--- src/rtl/fp_norm_sequencer.sv ---
// Multi-cycle significand normalizer: byte-serial leading-one search (MSB byte first)
// followed by a single shift/exponent-adjust cycle, with valid/ready on both sides.
module fp_norm_sequencer #(
    parameter int MANT_POS = 23,
    parameter int EXP_W    = 8
) (
    input  logic             clk,
    input  logic             rst,
    input  logic             in_valid,
    output logic             in_ready,
    input  logic [31:0]      in_sig,
    input  logic [EXP_W-1:0] in_exp,
    output logic             out_valid,
    input  logic             out_ready,
    output logic [31:0]      out_sig,
    output logic [EXP_W-1:0] out_exp,
    output logic             out_zero,
    output logic             out_unf,
    output logic             out_ovf,
    output logic             busy
);

    typedef enum logic [1:0] {IDLE, SCAN, CALC, DONE} state_t;

    localparam int             XW      = EXP_W + 1;
    localparam logic [5:0]     MANT_P  = 6'(MANT_POS);
    localparam logic [XW-1:0]  EXP_MAX = XW'((1 << EXP_W) - 1);

    state_t           state;
    logic [31:0]      sig_r;
    logic [EXP_W-1:0] exp_r;
    logic [4:0]       pos_r;
    logic [1:0]       idx_r;

    // Shared 8-bit priority encoder applied to the currently selected byte
    logic [7:0] cur_byte;
    logic [2:0] hi_bit;
    logic       byte_nz;

    always_comb begin
        cur_byte = sig_r[{idx_r, 3'b000} +: 8];
        byte_nz  = |cur_byte;
        hi_bit   = '0;
        for (int unsigned i = 0; i < 8; i++) begin
            if (cur_byte[i]) hi_bit = 3'(i);
        end
    end

    logic [5:0]    pos_x;
    logic [5:0]    d;
    logic          shift_left;
    logic [XW-1:0] exp_x;
    logic [XW-1:0] d_x;
    logic [XW-1:0] exp_dn;
    logic [XW-1:0] exp_up;

    always_comb begin
        pos_x      = {1'b0, pos_r};
        shift_left = (pos_x <= MANT_P);
        d          = shift_left ? (MANT_P - pos_x) : (pos_x - MANT_P);
        exp_x      = {1'b0, exp_r};
        d_x        = XW'(d);
        exp_dn     = exp_x - d_x;
        exp_up     = exp_x + d_x;
    end

    always_ff @(posedge clk or posedge rst) begin
        if (rst) begin
            state     <= IDLE;
            in_ready  <= 1'b1;
            busy      <= 1'b0;
            out_valid <= 1'b0;
            out_sig   <= '0;
            out_exp   <= '0;
            out_zero  <= 1'b0;
            out_unf   <= 1'b0;
            out_ovf   <= 1'b0;
            sig_r     <= '0;
            exp_r     <= '0;
            pos_r     <= '0;
            idx_r     <= '0;
        end else begin
            case (state)
                IDLE: begin
                    if (in_valid) begin
                        sig_r    <= in_sig;
                        exp_r    <= in_exp;
                        idx_r    <= 2'd3;
                        in_ready <= 1'b0;
                        busy     <= 1'b1;
                        state    <= SCAN;
                    end
                end
                SCAN: begin
                    if (byte_nz) begin
                        pos_r <= {idx_r, hi_bit};
                        state <= CALC;
                    end else if (idx_r == 2'd0) begin
                        out_sig   <= '0;
                        out_exp   <= '0;
                        out_zero  <= 1'b1;
                        out_unf   <= 1'b0;
                        out_ovf   <= 1'b0;
                        out_valid <= 1'b1;
                        state     <= DONE;
                    end else begin
                        idx_r <= idx_r - 2'd1;
                    end
                end
                CALC: begin
                    out_valid <= 1'b1;
                    out_zero  <= 1'b0;
                    state     <= DONE;
                    if (shift_left) begin
                        out_sig <= sig_r << d;
                        if (exp_x < d_x) begin
                            out_exp <= '0;
                            out_unf <= 1'b1;
                        end else begin
                            out_exp <= EXP_W'(exp_dn);
                        end
                    end else begin
                        out_sig <= sig_r >> d;
                        if (exp_up > EXP_MAX) begin
                            out_exp <= '1;
                            out_ovf <= 1'b1;
                        end else begin
                            out_exp <= EXP_W'(exp_up);
                        end
                    end
                end
                DONE: begin
                    if (out_ready) begin
                        out_valid <= 1'b0;
                        out_zero  <= 1'b0;
                        out_unf   <= 1'b0;
                        out_ovf   <= 1'b0;
                        in_ready  <= 1'b1;
                        busy      <= 1'b0;
                        state     <= IDLE;
                    end
                end
                default: state <= IDLE;
            endcase
        end
    end

endmodule

--- config.mk ---
export PLATFORM = sky130hd
export DESIGN_NAME = fp_norm_sequencer
export DESIGN_NICKNAME = d
export VERILOG_FILES = /design/src/rtl/fp_norm_sequencer.sv
export SDC_FILE = /design/constraint.sdc
export NUM_CORES = 1
export LEC_CHECK = 0
export CORE_AREA = 3 3 130 132
export CTS_CLUSTER_DIAMETER = 120
export DETAILED_ROUTE_END_ITERATION = 7
export DIE_AREA = 0 0 133 135
export PLACE_DENSITY = 0.77
export SLEW_MARGIN = 0
export SYNTH_ARGS = -nofsm -noshare
export SYNTH_HDL_FRONTEND = slang
export SYNTH_SLANG_ARGS = --single-unit
--- constraint.sdc ---
create_clock -name clk -period 4.71 [get_ports clk]
set_input_delay 0.942 -clock clk [delete_from_list [all_inputs] [get_ports clk]]
set_output_delay 0.942 -clock clk [all_outputs]
set_load 0.03 [all_outputs]
==> results.toml, run 1 <==
[outcome]
outcome = "finished clean"

[finish]
layout_common_cells = "dfrtp_1 (93), clkdlybuf4s50_1 (89), nand2_1 (81)"
fill_cells = 1408
drive_gt1_share_pct = 12.7
multiInputGateArea_um2 = 5850
final_common_cell = "dfrtp_1"
antennaDiodeCount = 0
nNetsFinal = 1130
seq_area_um2 = 2380
area_growth_pct = 15.2

[timing]
min_period_ns = 4.09
finalHoldViolCount = 0
max_slew_margin_pct = 21.6
worst_hold_slack_ns = 0.492
fin_crit_sh_pct = 86.8
grt_setup_unrepaired = "no"
drv_slew = 0
tightest_slew_ns = 1.17
finalClockSkew_ns = 0.00660
max_freq_mhz = 245
tns_ns = 0
setup_viol = 0

[place]
hpwl_um = 24000
portBuffers = 89
gp_congestion = 1.05

[global_routing]
grtUsageTotal_pct = 36.6
grt_max_degree = 71
grt_util_met2_pct = 56.7
grt_most_used_layer = "met2"
grt_pass1_vias = 8916
grt_antenna_before_repair = 0
use_met3_pct = 8.38
grt.met1_usage_pct = 47.9
overflow = 0
grt_pass1_wl_um = 51300

[drt]
wl_per_cell_um = 25.9
via_count = 9356
drc = 0
via_per_inst = 7.29
routed_wl_um = 33200
first_pass_iters = 6
drt_iter0_drc = 1629
ant_nets = 0

[floorplan]
io_pins = 90
rows = 46
die_h_um = 135
start_util_pct = 54.9
dieArea_um2 = 18000
core_area_um2 = 15800
die_w_um = 133

[setup_path]
arrival_ns = 4.32
r2r_slack_ns = 0.62
endpoint = "out_exp[4]$_DFFE_PP0P_"
endpoint_kind = "flip-flop"
reg2regPathDepth = 10
r2r_end = "out_exp[4]$_DFFE_PP0P_"
worstSetupStartpointType = "flip-flop"
critPathLaunch = "pos_r[3]$_DFFE_PP0P_"
cp.required_ns = 4.94
crit_type = "reg -> reg"
critPathMaxFanout = 16
r2r-start = "pos_r[3]$_DFFE_PP0P_"

[synth]
synth-edff-count = 0
netlist_area_um2 = 8690
synthTopCellsByArea = "dfrtp_1 (27%), mux2_2 (7.5%), a21oi_1 (4.4%)"
synthArstFlopShare_pct = 100
synth_cell_types = 77
synthCells = 1030
syn_nets = 1098
synthFlopType = "dfrtp_1"
synth_sequential_area_ratio_pct = 27.4
netlist.top_cell.by_area = "dfrtp_1"
synth.avg_cell_area_um2 = 8.44
yosysWarnings = 0
synthDominantCellAreaShare_pct = 27.1
synth-seq-cells = 95

[clock_tree]
numCtsBuffers = 9
cts_resized = 0
cts_tree = "done"
h-tree-depth = 3
worstSkewPairLatency_ns = 0.36
path_clk_slew_ns = 0.07
ctsHoldBuffers = 0
cts.sink_count = 95
cts_max_path_buffers = 2
clk_root_buffer_cell = "clkbuf_16"
cts_setup_buffers = 0

[min_path]
hold_path.class = "reg -> reg"

[job]
max_cap_violations = 0
## layout make-up
class | count | share of cell area, %
multi-input cells | 808 | 58.4
clock buffers | 11 | 2.43
flip-flops and latches | 95 | 23.8
clock inverters | 5 | 0.638
repair buffers | 113 | 10.7
inverters | 35 | 1.34
well taps | 216 | 2.70
## routing by layer
layer  wire length (um)  part of all wire [%]  up-vias
li1                   -                     -     4041
met1              12800                    38     4464
met2              14800                    44      688
met3               3590                    11      163
met4               2090                   6.3        0
met5                  0                     0        -
## stage by stage
step / instances / utilization (%) / setup WS (ns) / area (um^2)
2_1_floorplan: 1030 / - / 0.796 / 8690
3_3_place_gp: 1267 / 61.3 / 0.854 / 9700
3_5_place_dp: 1267 / 61.3 / 0.745 / 9700
4_1_cts: 1283 / 63.2 / 0.716 / 10000
5_1_grt: 1283 / 63.2 / 0.242 / 10000
6_report: 1283 / 63.2 / 0.623 / 10000
## worst max-delay path: stages, from the launching register on
cell      delay [ns]
dfrtp_1         0.56
ha_1            0.54
nor2_1          0.10
a31oi_1         0.28
and2_1          0.49
clkinv_1        0.59
ha_1            0.40
o21ai_0         0.41
nand3_1         0.26
nand2_1         0.19
o21ai_0         0.12
## kinds of logic after synthesis
| kind of cell | Yosys count | synth area share [%] |
|---|---|---|
| multiplexers | 112 | 16.0 |
| adder cells (fa/ha/maj) | 24 | 3.63 |
| buffers and inverters | 127 | 5.85 |
| AO/OA/AOI/OAI | 376 | 29.6 |
| XOR/XNOR | 2 | 0.202 |
| AND/OR/NAND/NOR | 294 | 17.3 |
| flip-flops | 95 | 27.4 |
## Yosys cell counts (all sizes together), types with 12 or more instances
master / count
a211oi: 35
a21oi: 76
a22oi: 16
a31oi: 14
and3: 14
buf: 29
clkbuf: 63
dfrtp: 94
ha: 22
inv: 33
mux2: 58
mux2i: 38
mux4: 16
nand2: 81
nand3: 36
nor2: 46
nor3: 41
nor3b: 12
o211ai: 27
o21ai: 69
## registers in the layout, summed over array words and instances (netlist names)
register / count
pos_r: 5
exp_r: 8
out_ovf: 1
state: 2
sig_r: 32
in_ready: 1
idx_r: 2
out_valid: 1
busy: 1
out_unf: 1
out_sig: 32
out_zero: 1
out_exp: 8
## worst min-delay path by stage
stage                                       start                 endpoint  slack (ns)  cells after the start
after global routing      out_sig[24]$_DFFE_PP0P_  out_sig[24]$_DFFE_PP0P_        0.51                      2
after CTS                  out_exp[5]$_DFFE_PP0P_   out_exp[5]$_DFFE_PP0P_        0.50                      2
after floorplan              exp_r[0]$_DFFE_PP0P_     exp_r[0]$_DFFE_PP0P_        0.51                      1
after detailed placement   out_exp[5]$_DFFE_PP0P_   out_exp[5]$_DFFE_PP0P_        0.48                      2
after global placement    out_sig[24]$_DFFE_PP0P_  out_sig[24]$_DFFE_PP0P_        0.47                      2
final                     out_sig[24]$_DFFE_PP0P_  out_sig[24]$_DFFE_PP0P_        0.49                      2
Power of run 1 is left out: the tool's default activity adds up to more than one toggle a clock period on the data nets, which glitch-free logic cannot reach.
==> run 2: changes to the inputs <==
--- a/config.mk
+++ b/config.mk
@@ -5,10 +5,10 @@
 export SDC_FILE = /design/constraint.sdc
 export NUM_CORES = 1
 export LEC_CHECK = 0
-export CORE_AREA = 3 3 130 132
+export CORE_AREA = 10 10 137 139
 export CTS_CLUSTER_DIAMETER = 120
 export DETAILED_ROUTE_END_ITERATION = 7
-export DIE_AREA = 0 0 133 135
+export DIE_AREA = 0 0 147 149
 export PLACE_DENSITY = 0.77
 export SLEW_MARGIN = 0
 export SYNTH_ARGS = -nofsm -noshare
==> run 2 against run 1 <==
  * Global-route usage fell by 5.4 points
  * Cell count rose by 1.0%
  * Wire length rose by 4.8%
  * Design area rose by 0.80%
  * Maximum frequency fell by 1.8%
  * Register-to-register slack got worse by 0.08 ns
  * Hold slack got worse by 0.0078 ns
==> results.toml, run 2 (synthesized netlist as in run 1, its figures left out) <==
[setup_path]
r2r_slack_ns = 0.55
slowest_delay_ns = 0.59
reg2regPathDepth = 12
critPathMaxFanout = 15
worstSetupStartpointType = "flip-flop"
cp.required_ns = 4.96
crit_family = "compound AO/OA/AOI/OAI gates"
endpoint_kind = "flip-flop"
slowest_stage = "a21oi_1"
cp_num_buf_inv = 1
r2r-start = "pos_r[3]$_DFFE_PP0P_"
arrival_ns = 4.41
r2r_end = "out_exp[3]$_DFFE_PP0P_"
crit_type = "reg -> reg"
path_cells = "ha_1 -> inv_1 -> a211o_1 -> nand2_1 -> ha_1 -> a21o_1 -> o21ai_0 -> nand3_1 -> a21oi_1 -> a22oi_1 -> a21oi_1 -> o21ai_0"

[timing]
drv_slew = 0
finalClockSkew_ns = 0.0137
tns_ns = 0
max_slew_margin_pct = 37.8
fin_crit_sh_pct = 88.4
layout_setup_ws_ns = 0.546
finalHoldViolCount = 0
max_freq_mhz = 240
tightest_slew_ns = 0.929
grt_setup_unrepaired = "no"
min_period_ns = 4.16
setup_viol = 0

[floorplan]
die_w_um = 147
core_area_um2 = 16200
rows = 47
die_h_um = 149
start_util_pct = 53.7
dieArea_um2 = 21900
io_pins = 90

[drt]
top_layer_used = "met4"
dr_wl_met2_um = 15200
ant_nets = 0
via_count = 9381
drt_iter0_drc = 1382
via_per_inst = 7.24
drc = 0
wl_met3_um = 3710
wl_per_cell_um = 26.8
met1_length_um = 13800
routed_wl_um = 34800
first_pass_iters = 6

[finish]
fin_util_pct = 62.4
layout_common_cells = "dfrtp_1 (93), clkdlybuf4s50_1 (89), nand2_1 (81)"
largest_registers = "out_sig: 32 flops, sig_r: 32 flops"
nNetsFinal = 1138
drive_gt1_share_pct = 13.6
fin_area_um2 = 10100
final_common_cell = "dfrtp_1"
area_growth_pct = 16.1

[place]
portBuffers = 89
pre_cts_slack_ns = 0.655
gp_congestion = 1.05
hpwl_um = 25500
post_dp_cell_area_um2 = 9770

[clock_tree]
path_clk_slew_ns = 0.08
cts_setup_buffers = 0
cts_max_path_buffers = 2
cts_resized = 0
h-tree-depth = 3
clk_root_buffer_cell = "clkbuf_16"
ctsHoldBuffers = 0
cts_tree = "done"
cts.sink_count = 95
worstSkewPairLatency_ns = 0.37
numCtsBuffers = 9

[job]
max_cap_violations = 0

[min_path]
min_path_cells = 2
hold_path.class = "reg -> reg"
hp-start = "out_exp[5]$_DFFE_PP0P_"
worstHoldEndpoint = "out_exp[5]$_DFFE_PP0P_"

[global_routing]
grt_max_degree = 64
grt_pass1_vias = 8839
grt_pass1_wl_um = 54100
overflow = 0
grtUsageTotal_pct = 31.3
grt_antenna_before_repair = 0

[outcome]
outcome = "finished clean"
-- run 2: cell count changes in the layout (fill, tap and decap cells not counted) --
cell / change
a21oi_1: -1
a21oi_2: +1
buf_4: +8
bufinv_16: -1
clkbuf_1: -1
clkbuf_8: -1
clkinv_4: -1
clkinv_8: +4
diode_2: +1
-- run 2: worst max path at each step --
stage                               from                     end  slack [ns]  cells past startpoint
global route        pos_r[3]$_DFFE_PP0P_  out_exp[5]$_DFFE_PP0P_        0.16                     12
CTS                 pos_r[3]$_DFFE_PP0P_  out_exp[3]$_DFFE_PP0P_        0.63                     12
global placement    pos_r[3]$_DFFE_PP0P_  out_exp[3]$_DFFE_PP0P_        0.76                     12
finish              pos_r[3]$_DFFE_PP0P_  out_exp[3]$_DFFE_PP0P_        0.55                     12
detailed placement  pos_r[3]$_DFFE_PP0P_  out_exp[3]$_DFFE_PP0P_        0.65                     12
floorplan           pos_r[4]$_DFFE_PP0P_  out_exp[3]$_DFFE_PP0P_        0.80                     16
-- run 2: through the flow --
step	cells	hold slack (ns)
3_3_place_gp	1279	0.460
4_1_cts	1295	0.486
3_5_place_dp	1279	0.469
6_report	1296	0.484
5_1_grt	1295	0.502
2_1_floorplan	1030	0.509
-- run 2: area by class of cell --
cell class	instances	area, um^2
fill	1450	6080
multi-input combinational	808	5850
sequential	95	2380
timing repair buffer	121	1130
tap	220	275
clock buffer	9	225
inverter	35	134
clock inverter	7	90.1
antenna	1	2.50
-- run 2: worst register-to-register path: cells and delay by family, from the launching register on --
kind,cells,cell delay [ns]
AOI/OAI and AO/OA,7,1.86
adders and majority gates,2,0.90
buffers and inverters,1,0.32
DFF,1,0.55
and+or+nand+nor,2,0.42
-- run 2: routing by layer --
layer,GRT usage (%),up-vias
met2,46.9,724
met4,18.8,0
met5,0,-
met3,6.37,140
li1,-,4054
met1,40.9,4463
Power of run 2 is left out for the same reason.
